===== src/rtl/sort_pkg.sv =====
// Shared types and helpers for the streaming key sorter.
package sort_pkg;

  typedef enum logic [1:0] {
    LOAD  = 2'd0,
    SORT  = 2'd1,
    DRAIN = 2'd2
  } state_t;

  // Counters must be able to hold DEPTH itself.
  function automatic int cnt_width(input int depth);
    return $clog2(depth + 1);
  endfunction

endpackage


===== src/rtl/sort_cmp_swap.sv =====
// Compare-exchange cell: orders two words by key ascending.
// Optional tie-break on the upper field under SORT_TIEBREAK_EN.
module sort_cmp_swap #(
  parameter int DATA_W = 8,
  parameter int KEY_W  = 4
) (
  input  logic [DATA_W-1:0] a,
  input  logic [DATA_W-1:0] b,
  output logic [DATA_W-1:0] lo,
  output logic [DATA_W-1:0] hi
);

  logic key_gt;
  logic tie_swap;
  logic swap;

  assign key_gt = a[KEY_W-1:0] > b[KEY_W-1:0];

`ifdef SORT_TIEBREAK_EN
  if (KEY_W < DATA_W) begin : g_tie
    // Equal keys: larger upper field goes to the lower index.
    assign tie_swap = (a[KEY_W-1:0] == b[KEY_W-1:0]) &&
                      (a[DATA_W-1:KEY_W] < b[DATA_W-1:KEY_W]);
  end else begin : g_notie
    assign tie_swap = 1'b0;
  end
`else
  assign tie_swap = 1'b0;
`endif

  assign swap = key_gt || tie_swap;
  assign lo   = swap ? b : a;
  assign hi   = swap ? a : b;

endmodule


===== src/rtl/stream_key_sorter.sv =====
// Frame sorter: LOAD DEPTH words, odd-even transposition SORT, DRAIN in order.
// Build option: define SORT_TIEBREAK_EN to break key ties by upper field, descending.
module stream_key_sorter
  import sort_pkg::*;
#(
  parameter int DATA_W = 8,
  parameter int KEY_W  = 4,
  parameter int DEPTH  = 8
) (
  input  logic              clk,
  input  logic              rst,
  input  logic              abort,
  input  logic              in_valid,
  output logic              in_ready,
  input  logic [DATA_W-1:0] in_data,
  output logic              out_valid,
  input  logic              out_ready,
  output logic [DATA_W-1:0] out_data,
  output logic              out_last,
  output logic              busy
);

  localparam int CW   = cnt_width(DEPTH);
  localparam int AW   = $clog2(DEPTH);
  localparam int HALF = DEPTH / 2;

  state_t                       state, state_nxt;
  logic [CW-1:0]                cnt, phase;
  logic [DEPTH-1:0][DATA_W-1:0] mem, srt;
  logic [HALF-1:0][DATA_W-1:0]  ca, cb, lo, hi;
  logic                         odd, acc_in, acc_out, cnt_last, phase_last;

  assign odd        = phase[0];
  assign acc_in     = in_valid && (state == LOAD);
  assign acc_out    = out_ready && (state == DRAIN);
  assign cnt_last   = cnt == CW'(DEPTH - 1);
  assign phase_last = phase == CW'(DEPTH - 1);

  always_ff @(posedge clk or posedge rst) begin
    if (rst) state <= LOAD;
    else     state <= state_nxt;
  end

  always_comb begin
    state_nxt = state;
    unique case (state)
      LOAD:    if (acc_in && cnt_last)  state_nxt = SORT;
      SORT:    if (phase_last)          state_nxt = DRAIN;
      DRAIN:   if (acc_out && cnt_last) state_nxt = LOAD;
      default:                          state_nxt = LOAD;
    endcase
    if (abort) state_nxt = LOAD;
  end

  // cnt serves as write pointer in LOAD and read pointer in DRAIN.
  always_ff @(posedge clk or posedge rst) begin
    if (rst) begin
      cnt   <= '0;
      phase <= '0;
    end else if (abort) begin
      cnt   <= '0;
      phase <= '0;
    end else begin
      if (acc_in || acc_out) cnt <= cnt_last ? '0 : cnt + CW'(1);
      if (state == SORT)     phase <= phase_last ? '0 : phase + CW'(1);
    end
  end

  always_ff @(posedge clk or posedge rst) begin
    if (rst) begin
      mem <= '0;
    end else if (!abort) begin
      if (acc_in)              mem[cnt[AW-1:0]] <= in_data;
      else if (state == SORT)  mem <= srt;
    end
  end

  // Odd phases shift each cell up by one index; the top cell idles.
  for (genvar i = 0; i < HALF; i++) begin : g_cs
    assign ca[i] = odd ? mem[2*i+1] : mem[2*i];
    if (i < HALF - 1) begin : g_mid
      assign cb[i] = odd ? mem[2*i+2] : mem[2*i+1];
    end else begin : g_top
      assign cb[i] = mem[2*i+1];
    end
    sort_cmp_swap #(.DATA_W(DATA_W), .KEY_W(KEY_W)) u_cs (
      .a  (ca[i]),
      .b  (cb[i]),
      .lo (lo[i]),
      .hi (hi[i])
    );
  end

  for (genvar j = 0; j < DEPTH; j++) begin : g_wb
    if (j == 0) begin : g_first
      assign srt[j] = odd ? mem[j] : lo[0];
    end else if (j == DEPTH - 1) begin : g_last
      assign srt[j] = odd ? mem[j] : hi[HALF-1];
    end else if (j % 2 == 1) begin : g_oddj
      assign srt[j] = odd ? lo[(j-1)/2] : hi[(j-1)/2];
    end else begin : g_evenj
      assign srt[j] = odd ? hi[(j-2)/2] : lo[j/2];
    end
  end

  assign in_ready  = state == LOAD;
  assign out_valid = state == DRAIN;
  assign busy      = state != LOAD;
  assign out_data  = out_valid ? mem[cnt[AW-1:0]] : '0;
  assign out_last  = out_valid && cnt_last;

endmodule


===== config.mk =====
export PLATFORM = sky130hd
export DESIGN_NAME = stream_key_sorter
export DESIGN_NICKNAME = d
export VERILOG_FILES = /design/src/rtl/sort_pkg.sv /design/src/rtl/sort_cmp_swap.sv /design/src/rtl/stream_key_sorter.sv
export SDC_FILE = /design/constraint.sdc
export NUM_CORES = 1
export LEC_CHECK = 0
export CAP_MARGIN = 20
export CORE_MARGIN = 1
export CORE_UTILIZATION = 40
export CTS_CLUSTER_SIZE = 10
export DETAILED_ROUTE_END_ITERATION = 8
export PLACE_DENSITY_LB_ADDON = 0.08
export SLEW_MARGIN = 20
export SYNTH_ARGS = -nofsm -noshare
export SYNTH_HDL_FRONTEND = slang
export SYNTH_SLANG_ARGS = --single-unit

===== constraint.sdc =====
create_clock -name clk -period 7.8 [get_ports clk]
set_input_delay 1.17 -clock clk [delete_from_list [all_inputs] [get_ports clk]]
set_output_delay 1.17 -clock clk [all_outputs]
set_load 0.1 [all_outputs]

==> results of run 1 <==
power breakdown:
group	leakage (nW)	total, W	switching, W	internal, W
sequential	0.979	0.000478	0.0000520	0.000426
clock	0.147	0.000473	0.000184	0.000289
combinational	1.64	0.000514	0.000313	0.000201
metal layers:
metal / part of all wire [%] / vias to the layer above / global-route usage [%]
li1: - / 2638 / -
met1: 45 / 2837 / 36.2
met2: 47 / 224 / 45.2
met3: 5.5 / 31 / 4.36
met4: 2.5 / 0 / 10.4
met5: 0 / - / 0
stage by stage:
stage          utilization, %  hold WS, ns
6_report                 46.0        0.491
5_1_grt                  46.0        0.505
4_1_cts                  45.9        0.485
3_5_place_dp             43.7        0.475
3_3_place_gp             43.7        0.463
2_1_floorplan               -        0.444
path summary, 6_finish.rpt:
check / slack, ns / cells past startpoint / end
max: 3.15 / 7 / out_data[7]
min: 0.49 / 1 / phase[3]
max reg2reg: 3.73 / 9 / mem[14]
min reg2reg: 0.49 / 1 / phase[3]
max in group asynchronous: 5.90 / 3 / phase[0]
min in group asynchronous: 1.34 / 3 / cnt[1]
worst max-delay path, cell delays in order (launching register included):
cell,delay (ns)
dfrtp_1,0.47
buf_4,0.42
nor2b_1,0.50
a22oi_1,0.17
a21oi_1,0.16
nor2_1,0.05
nor2_1,0.15
clkdlybuf4s50_1,1.18
kinds of logic (layout without fill, tap and decap cells):
logic type                 after synthesis  after routing
adders and majority gates               18             18
muxes                                  111            111
DFF                                     74             74
xor gates and xnor gates                 3              3
buffers and inverters                   71             74
AOI/OAI and AO/OA                      239            239
and+or+nand+nor                        191            191
placed cells by master, fill, tap and decap left out, types with 3 or more instances in the layout:
cell,count
nor2_1,62
nand2_1,76
and2_1,10
o21ai_0,38
o211ai_1,17
a211oi_1,6
a222oi_1,7
a211o_1,7
buf_4,10
mux2_2,39
a22oi_1,22
a311oi_1,5
a31oi_1,4
o221ai_1,9
nor3_1,5
clkinvlp_4,4
o311ai_0,3
a221o_1,5
clkdlybuf4s50_1,24
nor2b_1,12
a21o_1,8
inv_1,22
clkbuf_16,9
ha_1,18
and3_1,3
mux2i_1,72
dfrtp_1,73
a221oi_1,10
a21oi_1,63
o31ai_1,8
o21a_1,7
nand3_1,11
o21ai_1,3
layout make-up:
| cell class | instances | area share, % |
|---|---|---|
| clock inverters | 6 | 1.34 |
| flip-flops and latches | 74 | 27.6 |
| well taps | 184 | 3.42 |
| inverters | 23 | 1.30 |
| repair buffers | 35 | 4.85 |
| clock buffers | 10 | 3.55 |
| multi-input cells | 562 | 58.0 |
sequential cells by signal (all words and copies together), names as in the netlist:
name and count:
cnt 4, cb 8, state 2, phase 4, mem 56
==> flow_metrics.tcl, run 1 <==
set metrics [dict create \
    status "finished with violations" \
    violations "design-rule violations" \
    tightest_slew_ns 1.08 \
    hp-class "flip-flop to flip-flop" \
    first_global_vias 5900 \
    finalCritPeriodShare_pct 59.7 \
    layout.cells.non_filler 894 \
    multi_input_area_sq_mm 0.00390 \
    clkSinkCount 74 \
    critPathKind "flip-flop to primary output" \
    synthXorXnorAreaFrac_pct 0.434 \
    synth_cells 707 \
    synthTopCellsByArea "dfrtp_1 31%, mux2i_1 12%, mux2_2 7.3%" \
    root_buffer "clkbuf_16" \
    synth_edf_count 0 \
    grt_first_pass_wirelength_um 33200 \
    ys_types 55 \
    timing.rr.start "phase[0]" \
    ys_warn_count 0 \
    cts_buffer_depth 2 \
    async_reset_ff_share_pct 100 \
    path_clk_slew_ns 0.07 \
    cts_resized 0 \
    antenna_found_initial 0 \
    ios 25 \
    nets 736 \
    setup_viol 0 \
    syn_to_final_growth_pct 11.2 \
    synthAdderAreaFrac_pct 3.72 \
    dp_cells 878 \
    postCtsHoldBufs 0 \
    ys_ff_latch 74 \
    synth_area_leader_cell "dfrtp_1" \
    grt_start_max_net_pins 75 \
    drv_cap 0 \
    p_leak_nw 2.77 \
    design_area_sq_mm 0.00673 \
    place_ws_ns 3.61 \
    initial_core_util_pct 41.3 \
    grt-ovfl-total 0 \
    drive_gt1_share_pct 11.0 \
    diodes 0 \
    yosysMostFrequentCell "nand2_1" \
    arrival_ns 3.48 \
    critical_path.startpoint "cnt[2]" \
    die_w_um 125 \
    tns_ns 0 \
    vias_per_cell 6.41 \
    fp.dieH_um 125 \
    clock_skew_ns 0.00911 \
    clk_latency_ns 0.36 \
    postCtsSetupRepairBufs 0 \
    worst_slack_ns 3.15 \
    std_cell_rows 44 \
    rsz0062_at_grt "no" \
    numCtsBuffers 9 \
    placed_cell_area_sq_mm 0.00640 \
    finalMaxSlewViolations 0 \
    htree_levels 3 \
    syn_area_sq_mm 0.00605 \
    seq_area_sq_mm 0.00186 \
    synth_top_cell_area_share_pct 30.6 \
    grt_usage_pct 27.4 \
    wirelength_um 20800 \
    muxShareOfSynthArea_pct 19.2 \
    routabilityCongestion 0.858 \
    min-delay-start "phase[3]" \
    seq_area_frac_synth_pct 30.6 \
    hpwlAfterDp_um 14600 \
    synth_common_cells "76 x nand2_1, 74 x dfrtp_1, 72 x mux2i_1, 64 x a21oi_1, 62 x nor2_1" \
    startpoint_type "flip-flop" \
    cp.required_ns 6.63 \
    drc 4 \
    synth_compound_area_share_pct 26.7 \
    ir_drop_v 0.000110 \
    final_hold_viol_count 0 \
    io_buffers 24 \
    path_max_fanout 35 \
    wire_per_inst_um 23.2 \
    syn-num-nets 738 \
    vias 5730 \
    period_needed_ns 4.65 \
    fin_total_pwr_w 0.00146 \
    synth_area_per_cell_sq_um 8.56 \
    max_slew_margin_pct 27.5 \
    drt_pass1_iterations 7 \
    tritoncts "built" \
    synth_top_family_by_area "compound AO/OA/AOI/OAI gates" \
    die-area_sq_mm 0.0156 \
    core_area_sq_mm 0.0146 \
    powerDensity_mw_per_mm2 218 \
    synth_ff_type "dfrtp_1" \
    drtAntennaViolNets 0 \
    drt-initial-drc-count 434 \
    synthSimpleGateAreaFrac_pct 14.3 \
    timing.fmax_mhz 215 \
    fillers 1485 \
    end_kind "primary output" \
]
Power figures use the tool's default switching activity.
==> run 2, diff against run 1 <==
==> constraint.sdc (replaced) <==
create_clock -name clk -period 3.84 [get_ports clk]
set_input_delay 0.576 -clock clk [delete_from_list [all_inputs] [get_ports clk]]
set_output_delay 0.576 -clock clk [all_outputs]
set_load 0.1 [all_outputs]
==> run 2 against run 1 <==
Effect of this change:
- the run still ends with design-rule violations left
- count of clock-buffer cells in the layout up 3
- power up 95%
- largest power group unchanged
- die area unchanged
- wire length up 3.3%
- setup slack worse by 2.6 ns
- hold slack worse by 0.0061 ns
- global-route usage up 0.37 points
==> flow_metrics.tcl, run 2 (synthesized netlist as in run 1, its figures left out) <==
set metrics [dict create \
    cts_buffer_depth 2 \
    whs_path_depth 1 \
    r2r_end "mem[19]" \
    tns_ns 0 \
    initial_core_util_pct 41.3 \
    drv_cap 0 \
    setup_viol 0 \
    wirelength_um 21500 \
    path_max_fanout 30 \
    design_area_sq_mm 0.00687 \
    mostFrequentLayoutCells "76 x nand2_1, 73 x dfrtp_1, 72 x mux2i_1, 63 x a21oi_1, 61 x nor2_1" \
    wire_per_inst_um 23.5 \
    vias 5875 \
    top_register "mem" \
    grt_first_pass_wirelength_um 33200 \
    r2r_setup_slack_ns 0.51 \
    diodes 0 \
    drc 4 \
    final_core_util_pct 46.9 \
    min-delay-start "phase[3]" \
    grt_usage_pct 27.8 \
    layout.cells.non_filler 915 \
    fp.dieH_um 125 \
    ios 25 \
    max_slew_margin_pct 34.6 \
    cts_resized 0 \
    crit_family "compound AO/OA/AOI/OAI gates" \
    htree_levels 3 \
    holdPathEnd "phase[3]" \
    syn_to_final_growth_pct 13.6 \
    nets 757 \
    finalCritPeriodShare_pct 86.7 \
    numCtsBuffers 9 \
    tritoncts "built" \
    ir_drop_v 0.000198 \
    die-area_sq_mm 0.0156 \
    end_kind "flip-flop" \
    hp-class "flip-flop to flip-flop" \
    dp_cells 898 \
    violations "design-rule violations" \
    worstRegToRegCells 8 \
    postCtsHoldBufs 0 \
    grt-ovfl-total 0 \
    clock_skew_ns 0.00875 \
    drtAntennaViolNets 0 \
    top_usage_layer "met2" \
    vias_per_cell 6.42 \
    die_w_um 125 \
    cp.required_ns 4.04 \
    crit_chain "mux2i_1 > inv_1 > ha_1 > nor2b_1 > o211a_1 > o21a_1 > o311ai_0 > o221ai_1" \
    critical_path.startpoint "phase[0]" \
    first_global_vias 5864 \
    critPathBufInv 1 \
    routabilityCongestion 0.919 \
    antenna_found_initial 0 \
    path_clk_slew_ns 0.06 \
    critPathSlowestCell "dfrtp_4" \
    hpwlAfterDp_um 15900 \
    critPathKind "flip-flop to flip-flop" \
    timing.fmax_mhz 300 \
    status "finished with violations" \
    final_common_cell "nand2_1" \
    p_leak_nw 2.90 \
    final_hold_viol_count 0 \
    core_area_sq_mm 0.0146 \
    finalMaxSlewViolations 0 \
    placed_cell_area_sq_mm 0.00660 \
    fin_total_pwr_w 0.00285 \
    arrival_ns 3.53 \
    drt-initial-drc-count 614 \
    io_buffers 24 \
    drt_pass1_iterations 8 \
    grt_start_max_net_pins 47 \
    root_buffer "clkbuf_16" \
    period_needed_ns 3.33 \
    drive_gt1_share_pct 14.6 \
    grtUsageMet2_pct 45.0 \
    postCtsSetupRepairBufs 0 \
    grt_use_met1_pct 36.0 \
    timing.rr.start "phase[0]" \
    clkSinkCount 74 \
    largest_reg_flops 56 \
    clk_latency_ns 0.35 \
    rsz0062_at_grt "no" \
    tightest_slew_ns 0.975 \
    grtUsageMet3_pct 3.64 \
    max_stage_delay_ns 0.71 \
    std_cell_rows 44 \
    powerDensity_mw_per_mm2 415 \
    startpoint_type "flip-flop" \
]
[run 2: cell types whose count changed in the layout (fill, tap and decap cells not counted), sizes merged]
cell,previous run,this run
bufinv,2,0
clkdlybuf4s50,24,14
buf,11,42
clkbuf,10,13
clkinvlp,4,0
clkinv,1,4
[run 2: layer usage]
metal,up-vias,part of all wire [%]
li1,2690,-
met1,2888,44
met2,244,46
met3,53,5.7
met4,0,3.9
met5,-,0
[run 2: layout make-up]
type | instances | area, sq um
Clock inverter | 3 | 15.0
Inverter | 23 | 87.6
Multi-Input combinational cell | 562 | 3900
Timing Repair Buffer | 56 | 531
Clock buffer | 13 | 250
Sequential cell | 74 | 1860
Fill cell | 1472 | 7770
Tap cell | 184 | 230
[run 2: power breakdown]
part / leakage (nW) / switching [W] / total, W / internal, W
Clock: 0.133 / 0.000357 / 0.000810 / 0.000453
Combinational: 1.79 / 0.000627 / 0.00106 / 0.000435
Sequential: 0.979 / 0.000112 / 0.000977 / 0.000865
Total: 2.90 / 0.00110 / 0.00285 / 0.00175
[run 2: how the worst max path moves through the flow]
stage / endpoint / slack [ns] / depth (start not counted)
4_1_cts: mem[49] / 0.53 / 9
6_report: mem[19] / 0.51 / 8
3_5_place_dp: mem[49] / 0.55 / 9
2_1_floorplan: out_data[5] / 0.49 / 6
5_1_grt: cb[27] / 0.28 / 9
3_3_place_gp: mem[49] / 0.62 / 9
[run 2: stage by stage]
step | hold WS [ns] | setup slack [ns]
detailed placement | 0.481 | 0.552
finish | 0.485 | 0.509
global route | 0.506 | 0.277
floorplan | 0.444 | 0.495
CTS | 0.487 | 0.527
global placement | 0.463 | 0.621
==> run 3, diff against run 2 <==
--- a/config.mk
+++ b/config.mk
@@ -5,6 +5,7 @@
 export SDC_FILE = /design/constraint.sdc
 export NUM_CORES = 1
 export LEC_CHECK = 0
+export ABC_CLOCK_PERIOD_IN_PS = 3840
 export CAP_MARGIN = 20
 export CORE_MARGIN = 1
 export CORE_UTILIZATION = 40
==> results of run 3 <==
Same layout as run 2: the final DEF is identical, and so are final timing and power.
==> variant: new RTL, settings of run 1 <==
Make the reset (`rst`) synchronous in 3 clocked blocks.
--- a/src/rtl/stream_key_sorter.sv
+++ b/src/rtl/stream_key_sorter.sv
@@ -36,7 +36,7 @@
   assign cnt_last   = cnt == CW'(DEPTH - 1);
   assign phase_last = phase == CW'(DEPTH - 1);
 
-  always_ff @(posedge clk or posedge rst) begin
+  always_ff @(posedge clk) begin
     if (rst) state <= LOAD;
     else     state <= state_nxt;
   end
@@ -53,7 +53,7 @@
   end
 
   // cnt serves as write pointer in LOAD and read pointer in DRAIN.
-  always_ff @(posedge clk or posedge rst) begin
+  always_ff @(posedge clk) begin
     if (rst) begin
       cnt   <= '0;
       phase <= '0;
@@ -66,7 +66,7 @@
     end
   end
 
-  always_ff @(posedge clk or posedge rst) begin
+  always_ff @(posedge clk) begin
     if (rst) begin
       mem <= '0;
     end else if (!abort) begin
Check against the original RTL: differs if rst is asserted again (counterexample within 10 cycles, from zero or initial values and one cycle with rst high); with rst held inactive, the same outputs for 10 cycles.
==> variant against run 1 <==
Wire length rose by 9.4%. First-iteration DRC count rose by 47%. Core utilization fell by 0.40 points. Sequential cell count did not move. Die area fell by 1.1%. Clock skew fell by 2.8 ps. Synthesized area fell by 1.2%. Register-to-register slack got worse by 270 ps. Maximum frequency fell by 2.2%. Cell area fell by 1.6%. Setup slack got worse by 110 ps.
Power is not compared: it rests on default switching activity, and its combinational part moved more than twofold at a synthesized area within 25%.
==> variant: results (changes against run 1) <==
| Metric | Value |
|---|---|
| Distinct cells, synth | `73 (was 55)` |
| Gr usage total | `29.4% (was 27.4%)` |
| Worst setup path start | `cnt[2] (unchanged)` |
| Drt first pass iters | `6 (was 7)` |
| Worst slack, placed | `3490 ps (was 3610 ps)` |
| # nets final | `742 (was 736)` |
| Top cells by count, synth | `dfxtp_1 (74), nor2_1 (69), mux2i_1 (62), nand2_1 (46), a21oi_1 (45) (was nand2_1 (76), dfrtp_1 (74), mux2i_1 (72), a21oi_1 (64), nor2_1 (62))` |
| P per Cell Area | `~170 nW/um2` |
| Placed cell area | `6280 um2 (was 6400 um2)` |
| H-tree Lvls | `3 (unchanged)` |
| Crit Reg-Reg Endpoint | `mem[45] (was mem[14])` |
| Biggest register | `mem (unchanged)` |
| Slew HR | `23.9% (was 27.5%)` |
| Synth Flop Type | `dfxtp_1 (was dfrtp_1)` |
| Routed len/inst | `25.3 um (was 23.2 um)` |
| I/O Buffers | `24 (unchanged)` |
| Vias | `6,163 (was 5,730)` |
| Reg clk slew, reported paths | `about 60 ps` |
| Syn_area_per_cell | `8.36 um2 (was 8.56 um2)` |
| Area contributors post-synth | `dfxtp_1 (25%), mux2i_1 (10%), mux2_2 (6.2%) (was dfrtp_1 (31%), mux2i_1 (12%), mux2_2 (7.3%))` |
| NetSw | `336 uW` |
| Worst clock skew | `6.28 ps (was 9.11 ps)` |
| Hold/Removal Path Class | `register to register (unchanged)` |
| Largest net degree at the start of global routing | `54 (was 75)` |
| Maximum VDD drop | `roughly 0.12 mV` |
| Clock Path Buffers | `2 (unchanged)` |
| Global-route wire length before repair | `35,100 um (was 33,200 um)` |
| Proportion of layout cells with a drive suffix above 1 | `12.7% (was 11.0%)` |
| Crit path DAT | `3590 ps (was 3480 ps)` |
| Final WS setup | `3040 ps (was 3150 ps)` |
| R2R Setup Slk | `3460 ps (was 3730 ps)` |
| Worst Hold Launch | `phase[1] (was phase[3])` |
| Number of CTS-inserted buffers | `9 (unchanged)` |
| Async SR Flop Fraction | `0% (was 100%)` |
| Syn nets | `746 (was 738)` |
| # Post-CTS Setup Buffers | `0 (unchanged)` |
| Max reg flops | `56 (unchanged)` |
| Vias in the first global route | `5,839 (was 5,900)` |
| Sequential fraction of the synthesis area | `24.8% (was 30.6%)` |
| Drt first-iter violations | `638 (was 434)` |
| Pleak | `around 0.0023 uW` |
| Crit path max fanout | `27 (was 35)` |
| Hold Path Stages | `2 (was 1)` |
| Detailed placement HPWL | `16,300 um (was 14,600 um)` |
| GP Congestion | `0.951 (was 0.858)` |
| Cells on worst reg2reg path | `9 (unchanged)` |
| Ys Warns | `0 (unchanged)` |
| Root Buffer | `clkbuf_16 (unchanged)` |
| Hold Path Sink | `phase[1] (was phase[3])` |
| CTS resizes | `0 (unchanged)` |
| Reg2reg start | `phase[0] (unchanged)` |
| Status | `complete, no violations (was finished with violations)` |
| Worst-skew pair later-pin latency | `~350 ps` |
==> variant: cell families after synthesis <==
family	Yosys count	synth area share, %
AOI/OAI and AO/OA	240	28.3
and+or+nand+nor	212	17.7
muxes	103	19.6
DFF	74	24.8
buffers and inverters	63	4.94
adders and majority gates	18	3.77
xor gates and xnor gates	5	0.858
==> variant: layout make-up <==
type | count | area [um2]
clock buffers | 10 | 229
fillers | 1433 | 7910
inverters | 15 | 56.3
clock inverters | 6 | 105
repair buffers | 33 | 308
well taps | 184 | 230
multi-input cells | 578 | 4210
flip-flops and latches | 74 | 1480
==> variant: power by group through the flow <==
| stage | clock, uW | combinational (uW) | sequential, uW |
|---|---|---|---|
| floorplan | 0 | 163 | 401 |
| global placement | 0 | 215 | 408 |
| detailed placement | 0 | 218 | 407 |
| CTS | 487 | 220 | 399 |
| global route | 506 | 242 | 400 |
| finish | 486 | 226 | 400 |
==> variant: layer usage <==
layer	part of all wire (%)	up-vias	track usage [%]
li1	-	2756	-
met1	42	2984	38.8
met2	44	359	45.7
met3	8.6	64	6.06
met4	4.6	0	14.1
met5	0	-	0
==> variant: worst max-delay path by stage <==
stage,endpoint,cells past startpoint
after floorplan,out_last,4
after global placement,out_data[1],5
after detailed placement,out_data[1],5
after CTS,out_data[1],5
after global routing,out_data[1],5
final,out_data[1],5
==> variant: worst max-delay path, stage by stage (launching register included) <==
cell             delay (ps)
dfxtp_1                1030
nor2b_1                 410
a221oi_1                150
o22ai_1                 330
and2_1                  180
clkdlybuf4s50_1        1120
==> variant: stage by stage <==
stage / hold WS [ps] / util [%] / instances / power [uW]
final: 479 / 45.6 / 900 / 1110
after global routing: 521 / 45.6 / 900 / 1150
after CTS: 487 / 45.5 / 899 / 1110
after detailed placement: 479 / 43.2 / 883 / 626
after global placement: 470 / 43.2 / 883 / 623
after floorplan: 454 / - / 715 / 564
